[src/rtl/stopwatch_fnd_ctrl_pkg.sv]
// stopwatch_fnd_pkg: shared segment codes, widths and BCD helper for the FND controller
package stopwatch_fnd_pkg;

    localparam int DIG_W = 2;

    localparam logic [7:0] SEG_0     = 8'hC0;
    localparam logic [7:0] SEG_1     = 8'hF9;
    localparam logic [7:0] SEG_2     = 8'hA4;
    localparam logic [7:0] SEG_3     = 8'hB0;
    localparam logic [7:0] SEG_4     = 8'h99;
    localparam logic [7:0] SEG_5     = 8'h92;
    localparam logic [7:0] SEG_6     = 8'h82;
    localparam logic [7:0] SEG_7     = 8'hF8;
    localparam logic [7:0] SEG_8     = 8'h80;
    localparam logic [7:0] SEG_9     = 8'h90;
    localparam logic [7:0] SEG_BLANK = 8'hFF;
    localparam logic [3:0] COM_OFF   = 4'hF;

    typedef struct packed {
        logic [3:0] tens;
        logic [3:0] ones;
    } bcd_t;

    // Saturate to 99 so a two-digit field never shows garbage, then split.
    function automatic bcd_t to_bcd(input logic [6:0] v);
        logic [6:0] s;
        s = (v >= 7'd100) ? 7'd99 : v;
        to_bcd.tens = 4'(s / 7'd10);
        to_bcd.ones = 4'(s % 7'd10);
    endfunction

endpackage

[src/rtl/stopwatch_fnd_ctrl_seg_decoder.sv]
// fnd_seg_decoder: BCD digit to active-low a..g segments, 10..15 blank
module fnd_seg_decoder
    import stopwatch_fnd_pkg::*;
(
    input  logic [3:0] bcd,
    output logic [6:0] seg
);

    // Lookup of the {g..a} part of each digit code; non-decimal codes stay dark.
    always_comb begin
        seg = SEG_BLANK[6:0];
        case (bcd)
            4'd0: seg = SEG_0[6:0];
            4'd1: seg = SEG_1[6:0];
            4'd2: seg = SEG_2[6:0];
            4'd3: seg = SEG_3[6:0];
            4'd4: seg = SEG_4[6:0];
            4'd5: seg = SEG_5[6:0];
            4'd6: seg = SEG_6[6:0];
            4'd7: seg = SEG_7[6:0];
            4'd8: seg = SEG_8[6:0];
            4'd9: seg = SEG_9[6:0];
            default: seg = SEG_BLANK[6:0];
        endcase
    end

endmodule

[src/rtl/stopwatch_fnd_ctrl.sv]
// stopwatch_fnd_ctrl: frame-snapshotted 4-digit multiplexed FND driver (FND_DOT_BLINK_EN: blinking separator dot)
module stopwatch_fnd_ctrl
    import stopwatch_fnd_pkg::*;
#(
    parameter int SCAN_DIV = 100_000
) (
    input  logic       clk,
    input  logic       rst_n,
    input  logic [6:0] msec,
    input  logic [5:0] sec,
    input  logic [5:0] min,
    input  logic [4:0] hour,
    input  logic       disp_sel,
    output logic [3:0] fnd_com,
    output logic [7:0] fnd_data
);

    localparam int CNT_W = (SCAN_DIV > 1) ? $clog2(SCAN_DIV) : 1;

    logic [CNT_W-1:0] scan_cnt;
    logic             scan_tick;
    logic [DIG_W-1:0] digit_sel;
    logic [6:0]       snap_msec;
    logic [5:0]       snap_sec;
    logic [5:0]       snap_min;
    logic [4:0]       snap_hour;
    logic             sel_q;
    bcd_t             hi;
    bcd_t             lo;
    logic [3:0]       digit;
    logic [6:0]       seg;
    logic             dp;

    assign scan_tick = scan_cnt == CNT_W'(SCAN_DIV - 1);

    // Digit-slot timer: one tick per SCAN_DIV clocks.
    always_ff @(posedge clk or negedge rst_n) begin
        if (!rst_n)
            scan_cnt <= '0;
        else
            scan_cnt <= scan_tick ? '0 : scan_cnt + 1'b1;
    end

    // Active digit advances once per slot and wraps after digit3.
    always_ff @(posedge clk or negedge rst_n) begin
        if (!rst_n)
            digit_sel <= '0;
        else if (scan_tick)
            digit_sel <= digit_sel + 1'b1;
    end

    // Latch inputs only at the frame boundary so a frame never mixes two values.
    always_ff @(posedge clk or negedge rst_n) begin
        if (!rst_n) begin
            snap_msec <= '0;
            snap_sec  <= '0;
            snap_min  <= '0;
            snap_hour <= '0;
            sel_q     <= 1'b0;
        end else if (scan_tick && (&digit_sel)) begin
            snap_msec <= msec;
            snap_sec  <= sec;
            snap_min  <= min;
            snap_hour <= hour;
            sel_q     <= disp_sel;
        end
    end

    // Choose the displayed pair, split to BCD and pick the active digit and dot.
    always_comb begin
        hi    = to_bcd(sel_q ? {2'b00, snap_hour} : {1'b0, snap_sec});
        lo    = to_bcd(sel_q ? {1'b0, snap_min} : snap_msec);
        digit = (digit_sel == 2'd0) ? lo.ones :
                (digit_sel == 2'd1) ? lo.tens :
                (digit_sel == 2'd2) ? hi.ones : hi.tens;
`ifdef FND_DOT_BLINK_EN
        dp    = !((digit_sel == 2'd2) && (snap_msec < 7'd50));
`else
        dp    = digit_sel != 2'd2;
`endif
    end

    fnd_seg_decoder u_dec (
        .bcd (digit),
        .seg (seg)
    );

    // Register the pins so common and segment lines switch together.
    always_ff @(posedge clk or negedge rst_n) begin
        if (!rst_n) begin
            fnd_com  <= COM_OFF;
            fnd_data <= SEG_BLANK;
        end else begin
            fnd_com  <= ~(4'b1 << digit_sel);
            fnd_data <= {dp, seg};
        end
    end

endmodule
[config.mk]
export PLATFORM = sky130hd
export DESIGN_NAME = stopwatch_fnd_ctrl
export DESIGN_NICKNAME = d
export VERILOG_FILES = /design/src/rtl/stopwatch_fnd_ctrl_pkg.sv /design/src/rtl/stopwatch_fnd_ctrl_seg_decoder.sv /design/src/rtl/stopwatch_fnd_ctrl.sv
export SDC_FILE = /design/constraint.sdc
export NUM_CORES = 1
export LEC_CHECK = 0
export CAP_MARGIN = 10
export CORE_ASPECT_RATIO = 0.75
export CORE_UTILIZATION = 43
export DETAILED_ROUTE_END_ITERATION = 8
export PLACE_DENSITY = 0.66
export SLEW_MARGIN = 20
export SYNTH_ARGS = -nofsm -noshare
export SYNTH_HDL_FRONTEND = slang
export SYNTH_SLANG_ARGS = --single-unit
[constraint.sdc]
create_clock -name clk -period 5.1 [get_ports clk]
set_input_delay 1.02 -clock clk [delete_from_list [all_inputs] [get_ports clk]]
set_output_delay 1.02 -clock clk [all_outputs]
set_load 0.05 [all_outputs]
======== After elaboration in Yosys (flattened, before gate mapping) ========
Memories as Yosys holds them, arrays and structs flattened. A register that Yosys moved wholly into a read port is not among the register bits.
Cells that the tools add are included.
operators by class
  add/sub/neg operators ................... 2
  divide/modulo/power cells ............... 4
  magnitude comparators ................... 2
  equality and inequality tests ........... 4
  shift operators ......................... 1
  mux-type cells .......................... 8
  bitwise gates (word level) .............. 1
  reduce and logical (&&, ||, !) cells .... 4
operators by type and width
  operator                                                                              count
  7-bit 2-to-1 mux                                                                      3
  17-bit by 1-bit adder with 17-bit output (second input constant)                      1
  17-bit equality test (second input constant)                                          1
  17-bit 2-to-1 mux                                                                     1
  7-bit by 4-bit divider with 7-bit output (second input constant)                      2
  7-bit by 4-bit modulo with 7-bit output (second input constant)                       2
  4-bit 2-to-1 mux                                                                      3
  6-bit by 7-bit greater-or-equal comparator with 1-bit output (second input constant)  1
  7-bit greater-or-equal comparator (second input constant)                             1
  6-bit 2-to-1 mux                                                                      1
  4-bit inverter                                                                        1
  1-bit by 2-bit left shift with 4-bit output (first input constant)                    1
  2-bit by 1-bit adder with 2-bit output (second input constant)                        1
  2-bit by 1-bit equality test with 1-bit output (second input constant)                1
  2-bit equality test (second input constant)                                           1
  2-bit logical NOT                                                                     1
  2-bit != test (second input constant)                                                 1
  2-bit AND reduction                                                                   1
  1-bit logical AND                                                                     1
  1-bit logical NOT                                                                     1
word-level totals
  register bits after elaboration ......... 56
  bits in read-only memories .............. 112
  bits of input ports ..................... 27
  output and inout port bits .............. 12
  word-level logic and storage cells ...... 36
  memories kept ........................... 1
memories
  name              depth  bits a word  read ports  clocked after memory_dff  wr ports  RTL line                              text
  (name not given)  16     7            1           1                         0         stopwatch_fnd_ctrl_seg_decoder.sv:12  case (bcd)

======== Longest topological paths before layout ========
Gate-level depths: netlist of run 1.
  depth after elaboration ................. 7
  depth in mapped cells ................... 27
  gate-level depth less buffers ........... 24

======== Cells and area by module ========
Synthesis of run 1 repeated with hierarchy kept, for this count alone.
unflattened totals
  cell total of the unflattened synthesis .. 329
  area total of the unflattened synthesis .. 3359.5 sq um
by module, submodules not included
  module              instances  cells an instance  area each (sq um)  seq. area each (sq um)
  stopwatch_fnd_ctrl  1          298                3159.3             1390.1
  fnd_seg_decoder     1          31                 200.2              0.0

======== Worst setup path after synthesis of run 1 ========
Ideal clock, no wire load.
  path kind ............................... reg-to-reg
  from .................................... register sel_q
  to ...................................... register fnd_data[3]
  library setup time ...................... 0.082 ns
  arrival ................................. 4.987 ns
  data required time ...................... 5.018 ns
  path slack .............................. 0.031 ns
  cell stages (with the launch flop) ...... 27
  buffers on the path ..................... 4
  clock period less this slack ............ 5.069 ns
  path through ............................ dfrtp_1 buf_2 buf_2 buf_1 o21ai_0 ha_1 nor2_1 a21oi_1 nand2b_1 o31a_1 ha_1 nor4b_1 o32ai_2 and2_4 buf_6 xnor2_1 ha_1 a21oi_1 o21a_4 nor4_4 xor2_1 a2111o_1 o21a_2 ha_1 inv_1 o22ai_1 nor2_1
between the ends
  cells in the longest elaborated chain, start to end .. 7
  elaborated cells between the ends (all ways) .. 13
  those cells by class .................... 4 x div; 2 x order compare; 7 x mux
RTL lines
  what                                                                                                 RTL line                                                    text
  start: declaration                                                                                   stopwatch_fnd_ctrl.sv:27                                    logic sel_q;
  start signal: assignment                                                                             stopwatch_fnd_ctrl.sv:65                                    sel_q <= disp_sel;
  6-bit 2-to-1 mux                                                                                     stopwatch_fnd_ctrl.sv:71                                    hi = to_bcd(sel_q ? {2'b00, snap_hour} : {1'b0, snap_sec});
  6-bit by 7-bit greater-or-equal comparator with 1-bit output                                         stopwatch_fnd_ctrl_pkg.sv:27                                s = (v >= 7'd100) ? 7'd99 : v;
  7-bit 2-to-1 mux                                                                                     stopwatch_fnd_ctrl_pkg.sv:27
  7-bit by 4-bit divider with 7-bit output or 7-bit by 4-bit modulo with 7-bit output (tied branches)  stopwatch_fnd_ctrl_pkg.sv:28, stopwatch_fnd_ctrl_pkg.sv:29
  4-bit 2-to-1 mux                                                                                     stopwatch_fnd_ctrl.sv:75                                    (digit_sel == 2'd2) ? hi.ones : hi.tens;
  4-bit 2-to-1 mux                                                                                     stopwatch_fnd_ctrl.sv:74                                    (digit_sel == 2'd1) ? lo.tens :
  4-bit 2-to-1 mux *                                                                                   stopwatch_fnd_ctrl.sv:73                                    digit = (digit_sel == 2'd0) ? lo.ones :
  end: declaration                                                                                     stopwatch_fnd_ctrl.sv:15                                    output logic [7:0] fnd_data
Every way passes the cells marked *; elsewhere a longest branch is shown, timed or not.
A chain may end at the register's enable or synchronous reset.

======== Worst setup path after layout of run 1 ========
  from .................................... register sel_q
  to ...................................... register fnd_data[0]
The elaborated chain is that of the path after synthesis.

==> summary.txt, run 1 <==
Timing
  – Fmax: 211 MHz
  – Fin Clk Skew: 5.23 ps
  – Final hold violation count: 0
  – Max Slew Vio Count: 0
  – Worst-Margin Slew: 806 ps
  – Period utilization: 93.0%
  – Slew HR: 44.9%
  – Min Tclk post-route: 4740 ps
  – Setup Viol. Count Final: 0

Floorplan
  – Standard-cell rows: 28
  – Die width: 106 um
  – Initial Util: 44.5%
  – IO Pins: 39
  – Die area: 0.00853 mm2
  – Core area: 0.00788 mm2
  – Die height: 80.2 um

Detailed routing
  – Met3 WL post-DR: 292 um
  – Via count: 2633
  – Drt first pass iters: 5
  – Routed length per instance: 14.0 um
  – Via-to-Cell Ratio: 5.38
  – Uppermost routed layer: met4
  – Routed WL: 6840 um
  – Met1 WL: 3690 um
  – Drt first-iter violations: 128
  – Final ANT Viol Nets: 0
  – WL met2: 2790 um
  – DRC errors left: 0

Synthesis
  – Cell Area, Synth: 0.00351 mm2
  – Share of the synthesized area in the top cell type: 31.4%
  – Syn. warnings: 0
  – Yosys top cell by area: dfrtp_1
  – Sequential area share after synthesis: 39.6%
  – Dominant synthesized flop cell: dfrtp_1
  – Most common library cells after synthesis: 44 x dfrtp_1, 34 x nor2_1, 26 x mux2_2, 26 x nand2_1, 18 x inv_1
  – Mapped Cells: 348
  – Post-Syn Nets: 392
  – Top cells by area, synth: dfrtp_1 31%, mux2_2 8.3%, dfstp_2 8.2%
  – EDFF count, synth: 0
  – Cell variety after synth: 69
  – #FFs+latches synth: 55
  – Asr flop ratio synth: 100%
  – Count leader, synth: dfrtp_1
  – Synth Area per Inst: 10.1 um2

Placement
  – Cell Area, Placed: 0.00398 mm2
  – Port Buffer Count: 38
  – Gpl congestion: 0.855
  – Post-DP HPWL: 5020 um

Final layout
  – Final #Nets: 427
  – N_diodes: 0
  – Area delta synth->final: 17.8%
  – Final Instance Area: 0.00414 mm2
  – Ratio of cells with drive above 1 in the final layout: 21.1%

Clock network
  – Root Buffer: clkbuf_8
  – H-tree Lvls: 2
  – Worst-case clock buffer depth: 2
  – Inserted Clock Buffers: 5
  – Worst-Skew Late Latency: 300 ps
  – CTS Hold Bufs: 0
  – Clk sinks: 55
  – Reg clk slew, reported paths: 100 ps
  – CTS tree: yes

Worst hold path
  – Hold WC Path Type: flip-flop to flip-flop

Global route
  – Largest net degree at the start of global routing: 56
  – Vias in the first global route: 2547
  – Tot GR Track Use: 17.5%
  – Global route total overflow: 0
  – Initial antenna violation count: 0
  – First-pass GRT wire length: 12100 um

Setup path
  – WP data required: 5330 ps
  – Startpoint Class: flip-flop
  – Setup Crit Path Kind: flip-flop to flip-flop
  – Crit path capture type: flip-flop
  – Worst endpoint data arrival time: 4970 ps
  – CP max FO: 19

Outcome
  – Outcome: finished, final reports clean

Power and ir drop
  – Power per Cell Area: 288 mW/mm2
  – VDD IR max: 0.240 mV
  – Leakage: 1.70 nW
  – Design Power: 0.00119 W

Flow run
  – Max Cap Viol: 0
-- metrics by stage --
step                setup WS [ps]  setup TNS (ps)  hold WS (ps)  std cells  utilization (%)
floorplan                    30.9               0           446        348                -
global route                -13.9           -25.2           508        489             52.5
global placement              200               0           463        481             50.4
detailed placement            142               0           465        481             50.4
finish                        359               0           477        489             52.5
CTS                           114               0           483        489             51.5
-- critical path, cell delays in order, from the launching register on --
cell	delay [ps]
dfrtp_2	450
buf_6	200
nand3b_1	120
nand2_1	60
ha_1	240
and4b_1	210
o41a_1	410
ha_2	270
nor4_2	340
o31ai_2	160
and2_1	190
a211o_1	250
o21ai_1	130
ha_2	280
nand2_1	100
a21oi_2	230
and3b_1	190
o21a_2	220
inv_2	80
ha_1	190
nand2b_1	160
o22ai_1	180
nor2_1	60
-- cell usage in the layout, fill, tap and decap left out, types with 4 or more instances in the layout --
cell type / instances
dfstp_2: 11
o22ai_1: 4
nor2b_1: 6
clkbuf_8: 5
inv_1: 18
nand4_1: 6
nand2b_1: 6
nand3_1: 9
ha_1: 14
o21ai_0: 5
buf_4: 4
xnor2_1: 14
clkdlybuf4s50_1: 37
mux2i_1: 8
dfrtp_1: 43
mux2_2: 26
nor2_1: 33
nand2_1: 25
a21oi_1: 13
nor4_1: 5
xor2_1: 8
-- path summary, 6_finish.rpt --
kind	from	end	slack, ps	depth (start not counted)
worst min-delay path	scan_cnt[4]	scan_cnt[4]	480	1
min in group asynchronous	rst_n	scan_cnt[14]	820	2
worst max register to register	sel_q	fnd_data[0]	360	22
max in group asynchronous	rst_n	sel_q	3770	2
worst max-delay path	sel_q	fnd_data[0]	360	22
worst min register to register	scan_cnt[4]	scan_cnt[4]	480	1
-- layer usage --
layer	global-route usage (%)	vias to the layer above
li1	-	1315
met1	26.1	1251
met2	25.6	59
met3	4.06	8
met4	3.33	0
met5	0	-
-- kinds of logic after synthesis --
family                     count (synthesis)  synth area share, %
AOI/OAI and AO/OA                         66                 14.8
xor gates and xnor gates                  22                 5.49
adders and majority gates                 17                 6.06
buffers and inverters                     35                 4.38
DFF                                       55                 39.6
muxes                                     35                 11.3
and+or+nand+nor                          118                 18.4
-- registers in the layout (all words and copies together), names as in the netlist --
| name | flops |
|---|---|
| scan_cnt | 17 |
| fnd_data | 7 |
| snap_msec | 7 |
| snap_min | 6 |
| snap_sec | 6 |
| snap_hour | 5 |
| fnd_com | 4 |
| digit_sel | 2 |
| sel_q | 1 |
-- what timing repair did --
| action | in CTS | in global routing |
|---|---|---|
| buffers inserted | 0 | 0 |
| endpoints found under the setup margin | 0 | 7 |
| gates resized for setup | 0 | 18 |
-- layout make-up --
class / count / area [um2]
fill: 702 / 3750
sequential: 55 / 1390
inverter: 20 / 75.1
clock inverter: 2 / 12.5
multi-input combinational: 258 / 2040
timing repair buffer: 43 / 417
tap: 105 / 131
clock buffer: 6 / 72.6
-- report_power, final --
group / switching (W) / internal [W] / total (W)
combinational: 0.000270 / 0.000177 / 0.000448
clock: 0.000137 / 0.0000964 / 0.000234
sequential: 0.0000177 / 0.000491 / 0.000509
(Power assumes the default switching activity.)
==> inputs of run 2 (changes only) <==
CTS_BUF_LIST = sky130_fd_sc_hd__clkbuf_2   (was default)
GPL_TIMING_DRIVEN = 0   (was default)
PLACE_DENSITY = default   (was 0.66)
clock period = 5.88 ns   (was 5.1 ns; I/O delays follow)
==> summary.txt, run 2 (synthesis gave the netlist of run 1 again) <==
Setup path
  – Setup Crit Path Kind: flip-flop to flip-flop
  – Path depth of the worst reg2reg path: 25 (+14%)
  – Critical-path top delay cell: dfrtp_2
  – Crit-path max cell delay: 500 ps (+50 ps)
  – CP max FO: 19 (unchanged)
  – Crit path from: sel_q
  – Crit path capture type: flip-flop
  – Startpoint Class: flip-flop
  – Reg2Reg Launch Point: sel_q
  – Reg-to-reg endpoint: fnd_data[3]
  – Worst endpoint data arrival time: 5900 ps (+930 ps)
  – Cell repeated most along the worst path: ha_1
  – WP data required: 6300 ps (+970 ps)
  – R2r setup slk: 410 ps (+50 ps)

Floorplan
  – Initial Util: 44.5% (unchanged)
  – Core area: 0.00788 mm2 (unchanged)
  – Standard-cell rows: 28 (unchanged)
  – Die width: 106 um (unchanged)
  – Die height: 80.2 um (unchanged)
  – Die area: 0.00853 mm2 (unchanged)
  – IO Pins: 39 (unchanged)

Power and ir drop
  – Power per Cell Area: 250 mW/mm2 (-13%)
  – Design Power: 0.00103 W (-14%)
  – Leakage: 1.71 nW (+0.82%)
  – VDD IR max: 0.241 mV (+0.69%)

Detailed routing
  – DRC errors left: 0 (unchanged)
  – Routed WL: 7290 um (+6.6%)
  – Via-to-Cell Ratio: 5.39 (about the same)
  – Routed length per instance: 14.6 um (+4.7%)
  – Drt first-iter violations: 136 (+6.3%)
  – Drt first pass iters: 4 (-1)
  – Final ANT Viol Nets: 0 (unchanged)
  – Via count: 2682 (+1.9%)

Final layout
  – Reg area: 0.00139 mm2 (unchanged)
  – Max FFs per register: 17 (unchanged)
  – Fill count: 743 (+5.8%)
  – Top flop regs: scan_cnt (17), fnd_data (7), snap_msec (7)
  – Final #Nets: 436 (+2.1%)
  – Most common cell after layout, fill and taps aside: dfrtp_1
  – Area delta synth->final: 16.9%
  – Post-layout util: 52.1% (-0.40 points)
  – Ratio of cells with drive above 1 in the final layout: 18.6% (-2.5 points)
  – Multi-input logic area: 0.00198 mm2 (-2.5%)
  – Most frequent cells in the layout: 43 x dfrtp_1, 37 x clkdlybuf4s50_1, 34 x nor2_1, 26 x nand2_1, 26 x mux2_2
  – Biggest register: scan_cnt
  – N_diodes: 0 (unchanged)

Timing
  – RSZ-0062 raised after global routing: false
  – Slew HR: 54.2% (+9.3 points)
  – Worst-Margin Slew: 688 ps (-119 ps)
  – Fin Clk Skew: 32.9 ps (+27.7 ps)
  – Min Tclk post-route: 5470 ps (+734 ps)
  – Period utilization: 93.1% (+0.15 points)
  – Setup_tns: 0 ps (unchanged)
  – Setup Viol. Count Final: 0 (unchanged)
  – Final hold violation count: 0 (unchanged)
  – Max Slew Vio Count: 0 (unchanged)
  – Fmax: 183 MHz (-13%)

Placement
  – Gpl congestion: 0.810 (-5.3%)
  – Post-DP HPWL: 5440 um (+8.4%)
  – Port Buffer Count: 38 (unchanged)

Outcome
  – Outcome: finished, final reports clean

Clock network
  – Worst-case clock buffer depth: 2 (unchanged)
  – H-tree Lvls: 2 (unchanged)
  – Post-CTS setup buffer count: 0 (unchanged)
  – CTS Hold Bufs: 0 (unchanged)
  – Root Buffer: clkbuf_2
  – Reg clk slew, reported paths: 290 ps (+190 ps)
  – CTS tree: yes
  – Inserted Clock Buffers: 5 (unchanged)
  – Clk sinks: 55 (unchanged)
  – Worst-Skew Late Latency: 460 ps (+160 ps)

Worst hold path
  – Hold path start: scan_cnt[4]
  – Hold WC Path Type: flip-flop to flip-flop
  – Worst Hold Endpoint: scan_cnt[4]
  – Hold Crit Depth: 1 (unchanged)

Global route
  – Global route total overflow: 0 (unchanged)
  – Tot GR Track Use: 19.0% (+1.5 points)
  – Initial antenna violation count: 0 (unchanged)
  – Vias in the first global route: 2600 (+2.1%)
  – Largest net degree at the start of global routing: 56 (unchanged)
  – First-pass GRT wire length: 12800 um (+6.0%)

Flow run
  – Max Cap Viol: 0 (unchanged)
## run 2: cell count changes in the layout (fill, tap and decap cells not counted), moves of 2 or more
cell,previous run,this run
ha_2,3,0
ha_1,14,17
clkbuf_2,0,6
nor4_2,2,0
clkbuf_8,5,0
clkbuf_1,1,8
nor4_1,5,7
## run 2: where the power goes
group          switching [W]  internal (W)  total [W]  leakage, nW
combinational       0.000235      0.000156   0.000391         1.01
sequential         0.0000131      0.000427   0.000440        0.657
clock               0.000121     0.0000740   0.000195       0.0435
## run 2: area by class of cell
class | instances | area share, %
plain buffers | 14 | 1.89
clock buffers | 6 | 0.732
clock inverters | 2 | 0.884
inverters | 20 | 1.83
multi-input cells | 258 | 48.4
flip-flops and latches | 55 | 33.9
well taps | 105 | 3.20
repair buffers | 38 | 9.21
## run 2: stage by stage
stage          hold slack [ps]  area, um2  setup WS [ps]  cells
2_1_floorplan              446       3510            811    348
3_3_place_gp               461       4020           -187    491
3_5_place_dp               465       4020           -237    491
4_1_cts                    498       4080            156    498
5_1_grt                    532       4100           7.82    498
6_report                   498       4100            405    498
## run 2: timing repair
item | CTS | global route
pin swaps | 0 | 0
endpoints found under the setup margin | 7 | 7
resized for setup | 0 | 8
## run 2: worst max-delay path by stage
stage / endpoint / slack [ps] / cells after the start
after floorplan: fnd_data[3] / 810 / 26
after global placement: fnd_data[3] / -190 / 26
after detailed placement: fnd_data[3] / -240 / 26
after CTS: fnd_data[3] / 160 / 25
after global routing: fnd_data[5] / 8 / 27
final: fnd_data[3] / 410 / 25
## run 2: critical path, delay by kind of cell (launching register included)
family	cells	cell delay [ps]
fa+ha+maj	4	1030
simple gates	6	1190
flops	1	500
xor+xnor	2	290
buf+inv	4	690
compound gates	9	1730
## run 2: layer usage
metal	global-route usage [%]	wire length (um)	up-vias
li1	-	-	1341
met1	28.6	3940	1280
met2	27.7	3010	54
met3	3.98	274	7
met4	3.89	59	0
met5	0	0	-
==> inputs of run 3 (changes only) <==
CORE_UTILIZATION = 53   (was 43)
GPL_ROUTABILITY_DRIVEN = 1   (was default)
PLACE_DENSITY = 0.76   (was default)
==> summary.txt, run 3 (synthesis gave the netlist of run 1 again) <==
Setup path
  – Worst path bufs/invs: 4 (unchanged)
  – Startpoint Class: flip-flop
  – CP max FO: 19 (unchanged)
  – WP data required: 6280 ps (-20 ps)
  – Delay-heaviest family, CP: compound AO/OA/AOI/OAI gates
  – Cell repeated most along the worst path: ha_1
  – Setup Crit Path Kind: flip-flop to flip-flop
  – Crit-path max cell delay: 510 ps (about the same)
  – Worst endpoint data arrival time: 5840 ps (-60 ps)
  – Critical-path top delay cell: dfrtp_2
  – Crit path capture type: flip-flop

Placement
  – Cell Area, Placed: 0.00399 mm2 (-0.75%)
  – Gpl congestion: 0.925 (+14%)
  – Port Buffer Count: 38 (unchanged)
  – Post-DP HPWL: 5400 um (-0.73%)

Timing
  – Min Tclk post-route: 5440 ps (-39.3 ps)
  – Max Slew Vio Count: 0 (unchanged)
  – Fmax: 184 MHz (+0.72%)
  – RSZ-0062 raised after global routing: false
  – Period utilization: 92.4% (-0.67 points)
  – Setup Viol. Count Final: 0 (unchanged)
  – Worst-Margin Slew: 676 ps (-11.2 ps)
  – Fin Clk Skew: 22.5 ps (-10.4 ps)
  – Final hold violation count: 0 (unchanged)
  – Slew HR: 54.9% (+0.74 points)
  – Hold WS: 494 ps (-4.10 ps)

Clock network
  – CTS Hold Bufs: 0 (unchanged)
  – Worst-Skew Late Latency: 450 ps (about the same)
  – Inserted Clock Buffers: 5 (unchanged)
  – Root Buffer: clkbuf_2
  – H-tree Lvls: 2 (unchanged)
  – CTS tree: yes
  – Reg clk slew, reported paths: 280 ps (about the same)
  – Worst-case clock buffer depth: 2 (unchanged)
  – Clk sinks: 55 (unchanged)

Global route
  – Largest net degree at the start of global routing: 56 (unchanged)
  – Global route total overflow: 0 (unchanged)
  – Initial antenna violation count: 0 (unchanged)
  – First-pass GRT wire length: 12000 um (-6.3%)
  – Tot GR Track Use: 22.3% (+3.3 points)
  – Vias in the first global route: 2565 (-1.3%)

Power and ir drop
  – Leakage: 1.70 nW (-0.85%)
  – Power per Cell Area: 242 mW/mm2 (-3.4%)
  – VDD IR max: 0.125 mV (-48%)

Floorplan
  – Die area: 0.00695 mm2 (-18%)
  – Core area: 0.00635 mm2 (-19%)
  – Standard-cell rows: 25 (-11%)
  – IO Pins: 39 (unchanged)
  – Die height: 72.5 um (-9.7%)
  – Initial Util: 55.3% (+11 points)
  – Die width: 96.0 um (-9.7%)

Outcome
  – Outcome: finished, final reports clean

Detailed routing
  – DRC errors left: 0 (unchanged)
  – Final ANT Viol Nets: 0 (unchanged)
  – Via count: 2728 (+1.7%)
  – Drt first-iter violations: 138 (+1.5%)
  – Drt first pass iters: 4 (unchanged)
  – Routed WL: 7090 um (-2.7%)
  – Routed length per instance: 15.0 um (+2.3%)
  – Via-to-Cell Ratio: 5.76 (+6.9%)

Flow run
  – Max Cap Viol: 0 (unchanged)

Final layout
  – Final Instance Area: 0.00404 mm2 (-1.5%)
  – Biggest register: scan_cnt
  – Max FFs per register: 17 (unchanged)
  – Area delta synth->final: 15.2%
  – Top flop regs: scan_cnt (17), fnd_data (7), snap_msec (7)
  – N_diodes: 0 (unchanged)
  – Final #Nets: 436 (unchanged)
  – Most frequent cells in the layout: 43 x dfrtp_1, 37 x clkdlybuf4s50_1, 34 x nor2_1, 26 x nand2_1, 26 x mux2_2
  – Most common cell after layout, fill and taps aside: dfrtp_1
  – Ratio of cells with drive above 1 in the final layout: 17.8% (-0.76 points)

Worst hold path
  – Hold WC Path Type: flip-flop to flip-flop
-- run 3: cell types whose count changed in the layout (fill, tap and decap cells not counted) --
cell	delta
clkinv_1	+2
a2111oi_0	+1
a2111oi_1	-1
buf_4	-1
buf_6	+1
bufinv_16	-1
clkbuf_2	-1
o31ai_1	+1
o31ai_2	-1
-- run 3: repair_timing --
action	4_1_cts	5_1_grt
resized for setup	0	7
setup endpoints to repair	7	7
setup buffers	0	0
gates cloned	0	0
-- run 3: report_power, final --
part	internal [W]	total (W)	switching [W]
registers	0.000427	0.000441	0.0000141
clock network	0.0000273	0.000144	0.000117
logic	0.000156	0.000393	0.000236
-- run 3: cell type report --
cell class / instances / area [um2]
clock buffers: 5 / 25.0
well taps: 81 / 101
clock inverters: 3 / 13.8
plain buffers: 14 / 81.3
flip-flops and latches: 55 / 1390
fillers: 541 / 2310
repair buffers: 38 / 378
inverters: 20 / 75.1
multi-input cells: 258 / 1980
-- run 3: metrics by stage --
step / util [%] / setup WS [ps] / total power (W) / cells / TNS (ps)
after floorplan: - / 811 / 0.000732 / 348 / 0
after global placement: 62.9 / -79.7 / 0.000828 / 467 / -126
after detailed placement: 62.8 / -174 / 0.000837 / 467 / -703
after CTS: 63.4 / 132 / 0.000983 / 474 / 0
after global routing: 63.7 / 33.1 / 0.00104 / 474 / 0
final: 63.7 / 445 / 0.000978 / 474 / 0
-- run 3: worst paths after layout --
kind | from | endpoint | slack [ps] | cells past startpoint
min in group asynchronous | rst_n | snap_msec[4] | 710 | 1
worst min-delay path | scan_cnt[4] | scan_cnt[4] | 490 | 1
worst max register to register | sel_q | fnd_data[3] | 440 | 26
max in group asynchronous | rst_n | snap_hour[4] | 4710 | 1
worst max-delay path | sel_q | fnd_data[3] | 440 | 26
worst min register to register | scan_cnt[4] | scan_cnt[4] | 490 | 1
-- run 3: worst reg2reg max path, cell delays in order, from the launching register on --
cell	delay [ps]
dfrtp_2	510
buf_2	250
buf_6	220
nand2_1	90
o21ai_1	160
ha_1	270
nor2_1	120
a21oi_1	220
nand2b_1	140
o31a_1	170
ha_1	190
nor4bb_2	370
o32ai_2	150
and2_4	180
buf_6	130
xnor2_1	230
ha_1	250
a21oi_1	60
o21a_4	140
nor4_4	230
xor2_1	130
a2111o_1	420
o21a_2	180
ha_1	320
inv_1	40
o22ai_1	160
nor2_1	60
-- run 3: layer usage --
metal	vias up	global-route usage [%]	routed length, um
met3	6	3.46	268
met5	-	0	0
li1	1341	-	-
met4	0	4.15	44
met1	1316	33.0	3630
met2	65	35.0	3150
